===== src/rtl/lsu_aligner.sv =====
// Sequential load/store aligner between the M stage and a word-wide synchronous data memory.
// Latency: accept T -> rsp_valid T+2 for one beat, T+3 for a split access; every mack-low cycle adds one.
// Backpressure: req_ready only in IDLE; mreq and its beat fields are held until mack; rsp_valid is a 1-cycle pulse.
//
// Ports:
//   clk, rst                          rising-edge clock, asynchronous active-high reset
//   req_valid/req_ready               request handshake (ready == IDLE)
//   req_we/req_size/req_se            store flag, size (0 byte .. 3 dword), sign-extend for loads
//   req_addr/req_wdata                byte address, store data in low bits
//   rsp_valid/rsp_rdata/rsp_err       completion pulse, extended load data, error flag
//   maddr/mreq/mwe/mwstb/mdatao       memory beat: word address, request, write, strobes, write data
//   mdatai/mack                       memory read data and beat completion
module lsu_aligner #(
    parameter int DW            = 32,
    parameter int AW            = 32,
    parameter bit MEM_BYTE0_MSB = 1'b1,
    parameter bit MISALIGN_EN   = 1'b1
) (
    input  logic                       clk,
    input  logic                       rst,
    input  logic                       req_valid,
    output logic                       req_ready,
    input  logic                       req_we,
    input  logic [1:0]                 req_size,
    input  logic                       req_se,
    input  logic [AW-1:0]              req_addr,
    input  logic [DW-1:0]              req_wdata,
    output logic                       rsp_valid,
    output logic [DW-1:0]              rsp_rdata,
    output logic                       rsp_err,
    output logic [AW-$clog2(DW/8)-1:0] maddr,
    output logic                       mreq,
    output logic                       mwe,
    output logic [DW/8-1:0]            mwstb,
    output logic [DW-1:0]              mdatao,
    input  logic [DW-1:0]              mdatai,
    input  logic                       mack
);
    localparam int NB = DW / 8;
    localparam int OW = $clog2(NB);
    localparam int WW = AW - OW;

    typedef enum logic [1:0] {IDLE, BEAT0, BEAT1, RESP} state_t;

    state_t          state, state_nxt;
    logic            we_q, se_q, split_q, err_q;
    logic [1:0]      size_q;
    logic [OW-1:0]   off_q;
    logic [WW-1:0]   waddr_q;
    logic [DW-1:0]   wdata_q;
    logic [DW-1:0]   hold_q;     // beat0 read data, kept in offset order
    logic [DW-1:0]   rdata_q;

    // Internally every word is handled in "offset order": byte k of the
    // vector is the byte at word offset k. Converting to/from the memory
    // lane order is a self-inverse permutation.
    function automatic logic [DW-1:0] lane_swap(input logic [DW-1:0] w);
        logic [DW-1:0] r;
        r = '0;
        for (int k = 0; k < NB; k++) begin
            if (MEM_BYTE0_MSB) r[8*k +: 8] = w[8*(NB-1-k) +: 8];
            else               r[8*k +: 8] = w[8*k +: 8];
        end
        return r;
    endfunction

    function automatic logic [NB-1:0] stb_swap(input logic [NB-1:0] s);
        logic [NB-1:0] r;
        r = '0;
        for (int k = 0; k < NB; k++) begin
            if (MEM_BYTE0_MSB) r[k] = s[NB-1-k];
            else               r[k] = s[k];
        end
        return r;
    endfunction

    // Result byte i is the byte at offset o+i of the two-word window
    // {w1, w0}; then extend from bit 8*n-1 unless the load is full width.
    function automatic logic [DW-1:0] assemble(input logic [DW-1:0] w0,
                                               input logic [DW-1:0] w1,
                                               input int            o,
                                               input int            n,
                                               input logic          se);
        logic [DW-1:0] r;
        logic          sbit;
        r = '0;
        for (int i = 0; i < NB; i++) begin
            if (i < n) begin
                if (o + i < NB) r[8*i +: 8] = w0[8*(o+i) +: 8];
                else            r[8*i +: 8] = w1[8*(o+i-NB) +: 8];
            end
        end
        sbit = r[8*n-1];
        for (int b = 0; b < DW; b++) begin
            if (se && (n < NB) && (b >= 8*n)) r[b] = sbit;
        end
        return r;
    endfunction

    // ---------------- request decode (used only in IDLE) ----------------
    int   req_n, req_off;
    logic req_illegal, req_misal, req_split, req_err;

    always_comb begin
        req_n       = 1 << req_size;
        req_off     = int'(req_addr[OW-1:0]);
        req_illegal = (DW == 32) && (req_size == 2'b11);
        req_misal   = (req_off & (req_n - 1)) != 0;
        req_split   = (req_off + req_n) > NB;
        req_err     = req_illegal || (req_misal && !MISALIGN_EN);
    end

    // ---------------- captured request geometry ----------------
    int cur_n, cur_off;

    always_comb begin
        cur_n   = 1 << size_q;
        cur_off = int'(off_q);
    end

    // ---------------- FSM ----------------
    always_comb begin
        state_nxt = state;
        case (state)
            IDLE:    if (req_valid) state_nxt = req_err ? RESP : BEAT0;
            BEAT0:   if (mack)      state_nxt = split_q ? BEAT1 : RESP;
            BEAT1:   if (mack)      state_nxt = RESP;
            RESP:                   state_nxt = IDLE;
            default:                state_nxt = IDLE;
        endcase
    end

    always_ff @(posedge clk or posedge rst) begin
        if (rst) begin
            state   <= IDLE;
            we_q    <= 1'b0;
            se_q    <= 1'b0;
            split_q <= 1'b0;
            err_q   <= 1'b0;
            size_q  <= '0;
            off_q   <= '0;
            waddr_q <= '0;
            wdata_q <= '0;
            hold_q  <= '0;
            rdata_q <= '0;
        end else begin
            state <= state_nxt;
            case (state)
                IDLE: begin
                    if (req_valid) begin
                        we_q    <= req_we;
                        se_q    <= req_se;
                        size_q  <= req_size;
                        off_q   <= req_addr[OW-1:0];
                        waddr_q <= req_addr[AW-1:OW];
                        wdata_q <= req_wdata;
                        split_q <= req_split;
                        err_q   <= req_err;
                        // Cleared here so stores and errors respond with 0.
                        rdata_q <= '0;
                    end
                end
                BEAT0: begin
                    if (mack && !we_q) begin
                        if (split_q) hold_q  <= lane_swap(mdatai);
                        else         rdata_q <= assemble(lane_swap(mdatai), '0,
                                                         cur_off, cur_n, se_q);
                    end
                end
                BEAT1: begin
                    if (mack && !we_q)
                        rdata_q <= assemble(hold_q, lane_swap(mdatai),
                                            cur_off, cur_n, se_q);
                end
                default: ;
            endcase
        end
    end

    // ---------------- store beat formation ----------------
    // Beat0 carries offsets off..off+n-1 clipped to the word, beat1 the
    // remainder starting at offset 0.
    logic [DW-1:0] st_dat;
    logic [NB-1:0] st_stb;

    always_comb begin
        st_dat = '0;
        st_stb = '0;
        for (int k = 0; k < NB; k++) begin
            if (state == BEAT0 && k >= cur_off && k < cur_off + cur_n) begin
                st_stb[k]       = 1'b1;
                st_dat[8*k +: 8] = wdata_q[8*(k-cur_off) +: 8];
            end else if (state == BEAT1 && k < cur_off + cur_n - NB) begin
                st_stb[k]       = 1'b1;
                st_dat[8*k +: 8] = wdata_q[8*(k+NB-cur_off) +: 8];
            end
        end
    end

    // ---------------- outputs ----------------
    always_comb begin
        req_ready = (state == IDLE);
        rsp_valid = (state == RESP);
        rsp_err   = err_q;
        rsp_rdata = rdata_q;
        mreq      = (state == BEAT0) || (state == BEAT1);
        mwe       = mreq && we_q;
        maddr     = '0;
        if (state == BEAT0)      maddr = waddr_q;
        else if (state == BEAT1) maddr = waddr_q + WW'(1);
        mwstb     = mwe ? stb_swap(st_stb)  : '0;
        mdatao    = mwe ? lane_swap(st_dat) : '0;
    end
endmodule


===== config.mk =====
export PLATFORM = sky130hd
export DESIGN_NAME = lsu_aligner
export DESIGN_NICKNAME = d
export VERILOG_FILES = /design/src/rtl/lsu_aligner.sv
export SDC_FILE = /design/constraint.sdc
export NUM_CORES = 1
export LEC_CHECK = 0
export BUFFER_PORTS_ARGS = -buffer_cell sky130_fd_sc_hd__buf_4
export CAP_MARGIN = 10
export CORE_MARGIN = 4
export CORE_UTILIZATION = 35
export CTS_BUF_LIST = sky130_fd_sc_hd__clkbuf_8
export DETAILED_ROUTE_END_ITERATION = 8
export PLACE_DENSITY = 0.54
export SYNTH_ARGS = -nofsm -noshare
export SYNTH_HDL_FRONTEND = slang
export SYNTH_SLANG_ARGS = --single-unit

===== constraint.sdc =====
create_clock -name clk -period 7.05 [get_ports clk]
set_input_delay 0.705 -clock clk [delete_from_list [all_inputs] [get_ports clk]]
set_output_delay 0.705 -clock clk [all_outputs]
set_load 0.01 [all_outputs]

==> flow_metrics.tcl <==
set metrics [dict create \
    cap_violations 0 \
    syn_inst 927 \
    synth_ff_type "dfrtp_1" \
    syn_area_um2 9690 \
    async_flop_share_pct 100 \
    outcome "complete, no violations" \
    ff2ff_setup_slack_ns 2.50 \
    r2r_end "rsp_rdata[9]$_DFFE_PP0P_" \
    syn_to_final_growth_pct 22.8 \
    routedWlPerCell_um 21.3 \
    num_vias 8247 \
    worstRegToRegCells 8 \
    ant_nets 0 \
    clock_path_buffers 2 \
    cts-resized-gates 0 \
    worst-setup-path-type "reg2out" \
    p_leak_uw 0.00528 \
    rsz0062_at_grt "false" \
    numCtsBuffers 17 \
    crit_family "compound AO/OA/AOI/OAI gates" \
    hold_path_class "in2async" \
    fin_area_um2 11900 \
    fmaxAchievable_mhz 175 \
    grt_max_degree 86 \
    place_area_um2 11500 \
    clock_latency_ns 0.47 \
    final_common_cell "buf_4" \
    ys_types 66 \
    path_cells "nor2_1 > ha_1 > ha_1 > nor2_1 > a21oi_1 > o32a_1 > inv_1 > ha_1 > inv_1 > a2111o_1 > o211a_1 > a21oi_4 > nor2_1 > buf_4" \
    die_area_um2 30400 \
    final-hold-violation-count 0 \
    start_kind "register" \
    arrival_ns 5.00 \
    p_clk_share_pct 12.2 \
    avgViaCountPerCell 5.55 \
    final-setup-viol-count 0 \
    dp.final_hpwl_um 21700 \
    pwr-share-seq_pct 28.3 \
    nets 1222 \
    cp-end-kind "primary output" \
    power.density_nw_per_um2 482 \
    internal_power_uw 3100 \
    cts.sinks 136 \
    pre_cts_ws_ns 1.87 \
    fin_crit_sh_pct 80.9 \
    fp.dieH_um 174 \
    cpPeakStageDelay_ns 0.94 \
    gp_congestion 0.823 \
    drt_iter0_markers 673 \
    grt_pass1_vias 8346 \
    ys_warn_count 0 \
    synth_seq_area_share_pct 35.1 \
    fin_setup_tns_ns 0 \
    die_w_um 174 \
    rows 60 \
    switching_share_pct 45.8 \
    holdBufCountCts 0 \
    switchingPower_uw 2630 \
    synth_edf_count 0 \
    grt_pass1_wl_um 49300 \
    ys_ff_latch 136 \
    finalPower_uw 5730 \
    initial_core_util_pct 35.7 \
    route.detailed.drc 0 \
    track_usage_pct 20.5 \
    min_period_ns 5.71 \
    cts-root-buf "clkbuf_8" \
    core_um2 27100 \
    relSlewSlack_pct 24.3 \
    cts_tree "yes" \
    r2r-start "off_q[0]$_DFFE_PP0P_" \
    slew_viol_final 0 \
    dr.pass1.iters 5 \
    totalWireLength_um 31600 \
    overflow 0 \
    ir_worst_vdd_mv 0.199 \
    cp_max_fo 25 \
    required_ns 6.34 \
    drive_above_1_share_pct 37.7 \
    worst_pin_slew_ns 1.14 \
    fin_skew_ns 0.0221 \
    pwr-share-comb_pct 59.6 \
    io_pins 207 \
    mostFrequentLayoutCells "buf_4 (215), dfrtp_1 (134), mux2_2 (105)" \
    antenna_cells 0 \
    numPortBuffers 206 \
    clkTransAtPathRegs_ns 0.08 \
    antenna_found_initial 1 \
    avgSynthCellArea_um2 10.4 \
    cts_post_setup_buffers_inserted 0 \
    crit_buf_inv 3 \
    cpMaxStageDelayCell "nor2_1" \
    fin_ws_ns 1.34 \
    htree_levels 4 \
]
state kept, by name, summed over array words and instances (netlist names):
| register | flops |
|---|---|
| hold_q | 32 |
| rsp_rdata | 32 |
| wdata_q | 32 |
| waddr_q | 30 |
| off_q | 2 |
| size_q | 2 |
| state | 2 |
| rsp_err | 1 |
| se_q | 1 |
| split_q | 1 |
| we_q | 1 |
cells in the mapped netlist, types with 6 or more instances:
master,n,area share (%)
nand2_1,96,3.7
mux4_2,50,12
a21oi_1,33,1.7
dfrtp_1,136,35
xnor2_1,8,0.72
o32a_1,9,0.93
buf_1,7,0.27
buf_2,15,0.77
ha_1,16,2.1
buf_6,6,0.70
clkbuf_1,28,1.1
and4_1,7,0.63
o2111ai_1,6,0.54
buf_4,7,0.54
nand3_1,26,1.3
mux2i_1,61,6.3
or3_1,6,0.39
o21ai_0,43,2.2
a221o_1,6,0.62
o211ai_1,8,0.62
inv_1,21,0.81
mux2_2,105,12
xor2_1,14,1.3
nor2_1,86,3.3
nand3b_1,10,0.77
a22oi_1,18,1.4
nor2b_1,14,0.90
worst register-to-register path: cells and delay by family, from the launching register on:
family,cells,cell delay (ns)
simple gates,1,0.06
flops,1,0.92
mux,2,0.75
fa+ha+maj,1,1.24
compound gates,2,0.42
buf+inv,2,1.03
layout make-up:
type                       count  area [um^2]
clock inverter                15          173
inverter                      21         83.8
tap                          372          465
clock buffer                  17          234
sequential                   136         3410
multi-input combinational    709         5900
timing repair buffer         216         1630
fill                        2646        15200
cell families (layout without fill, tap and decap cells):
kind of cell    after synthesis  after routing  synth area share [%]
xor+xnor                     22             22                  1.99
fa+ha+maj                    17             17                  2.27
mux                         216            216                  30.1
simple gates                279            279                  13.5
other cells                   1              3                0.0387
compound gates              172            172                  12.7
flops                       136            136                  35.1
buf+inv                      84            269                  4.18
metrics by stage:
step,hold WS (ns),util [%],instances
2_1_floorplan,0.475,-,929
3_3_place_gp,0.469,42.3,1453
3_5_place_dp,0.482,42.3,1453
4_1_cts,0.416,43.8,1485
5_1_grt,0.422,43.9,1486
6_report,0.379,43.9,1486
worst max path at each step:
stage / depth (start not counted) / start / slack, ns / endpoint
5_1_grt: 14 / size_q[1]$_DFFE_PP0P_ / 1.03 / mdatao[31]
2_1_floorplan: 1 / rst / 2.71 / hold_q[0]$_DFFE_PP0P_
3_5_place_dp: 14 / size_q[1]$_DFFE_PP0P_ / 1.87 / mdatao[8]
3_3_place_gp: 14 / size_q[1]$_DFFE_PP0P_ / 1.97 / mdatao[8]
4_1_cts: 14 / size_q[1]$_DFFE_PP0P_ / 1.34 / mdatao[8]
6_report: 14 / size_q[1]$_DFFE_PP0P_ / 1.34 / mdatao[8]
layer usage:
layer	vias up	track usage [%]	wire, um
met1	4100	28.2	13900
met3	33	6.81	2750
li1	3788	-	-
met4	2	4.59	460
met5	-	0	18
met2	324	31.6	14500
power groups by stage:
| stage | Sequential [uW] | Clock (uW) | Combinational, uW |
|---|---|---|---|
| floorplan | 1440 | 0 | 2490 |
| global placement | 1620 | 0 | 3390 |
| detailed placement | 1630 | 0 | 3380 |
| CTS | 1620 | 717 | 3410 |
| global route | 1700 | 748 | 3700 |
| finish | 1620 | 698 | 3410 |
No activity file was read; power rests on OpenSTA's default activity.
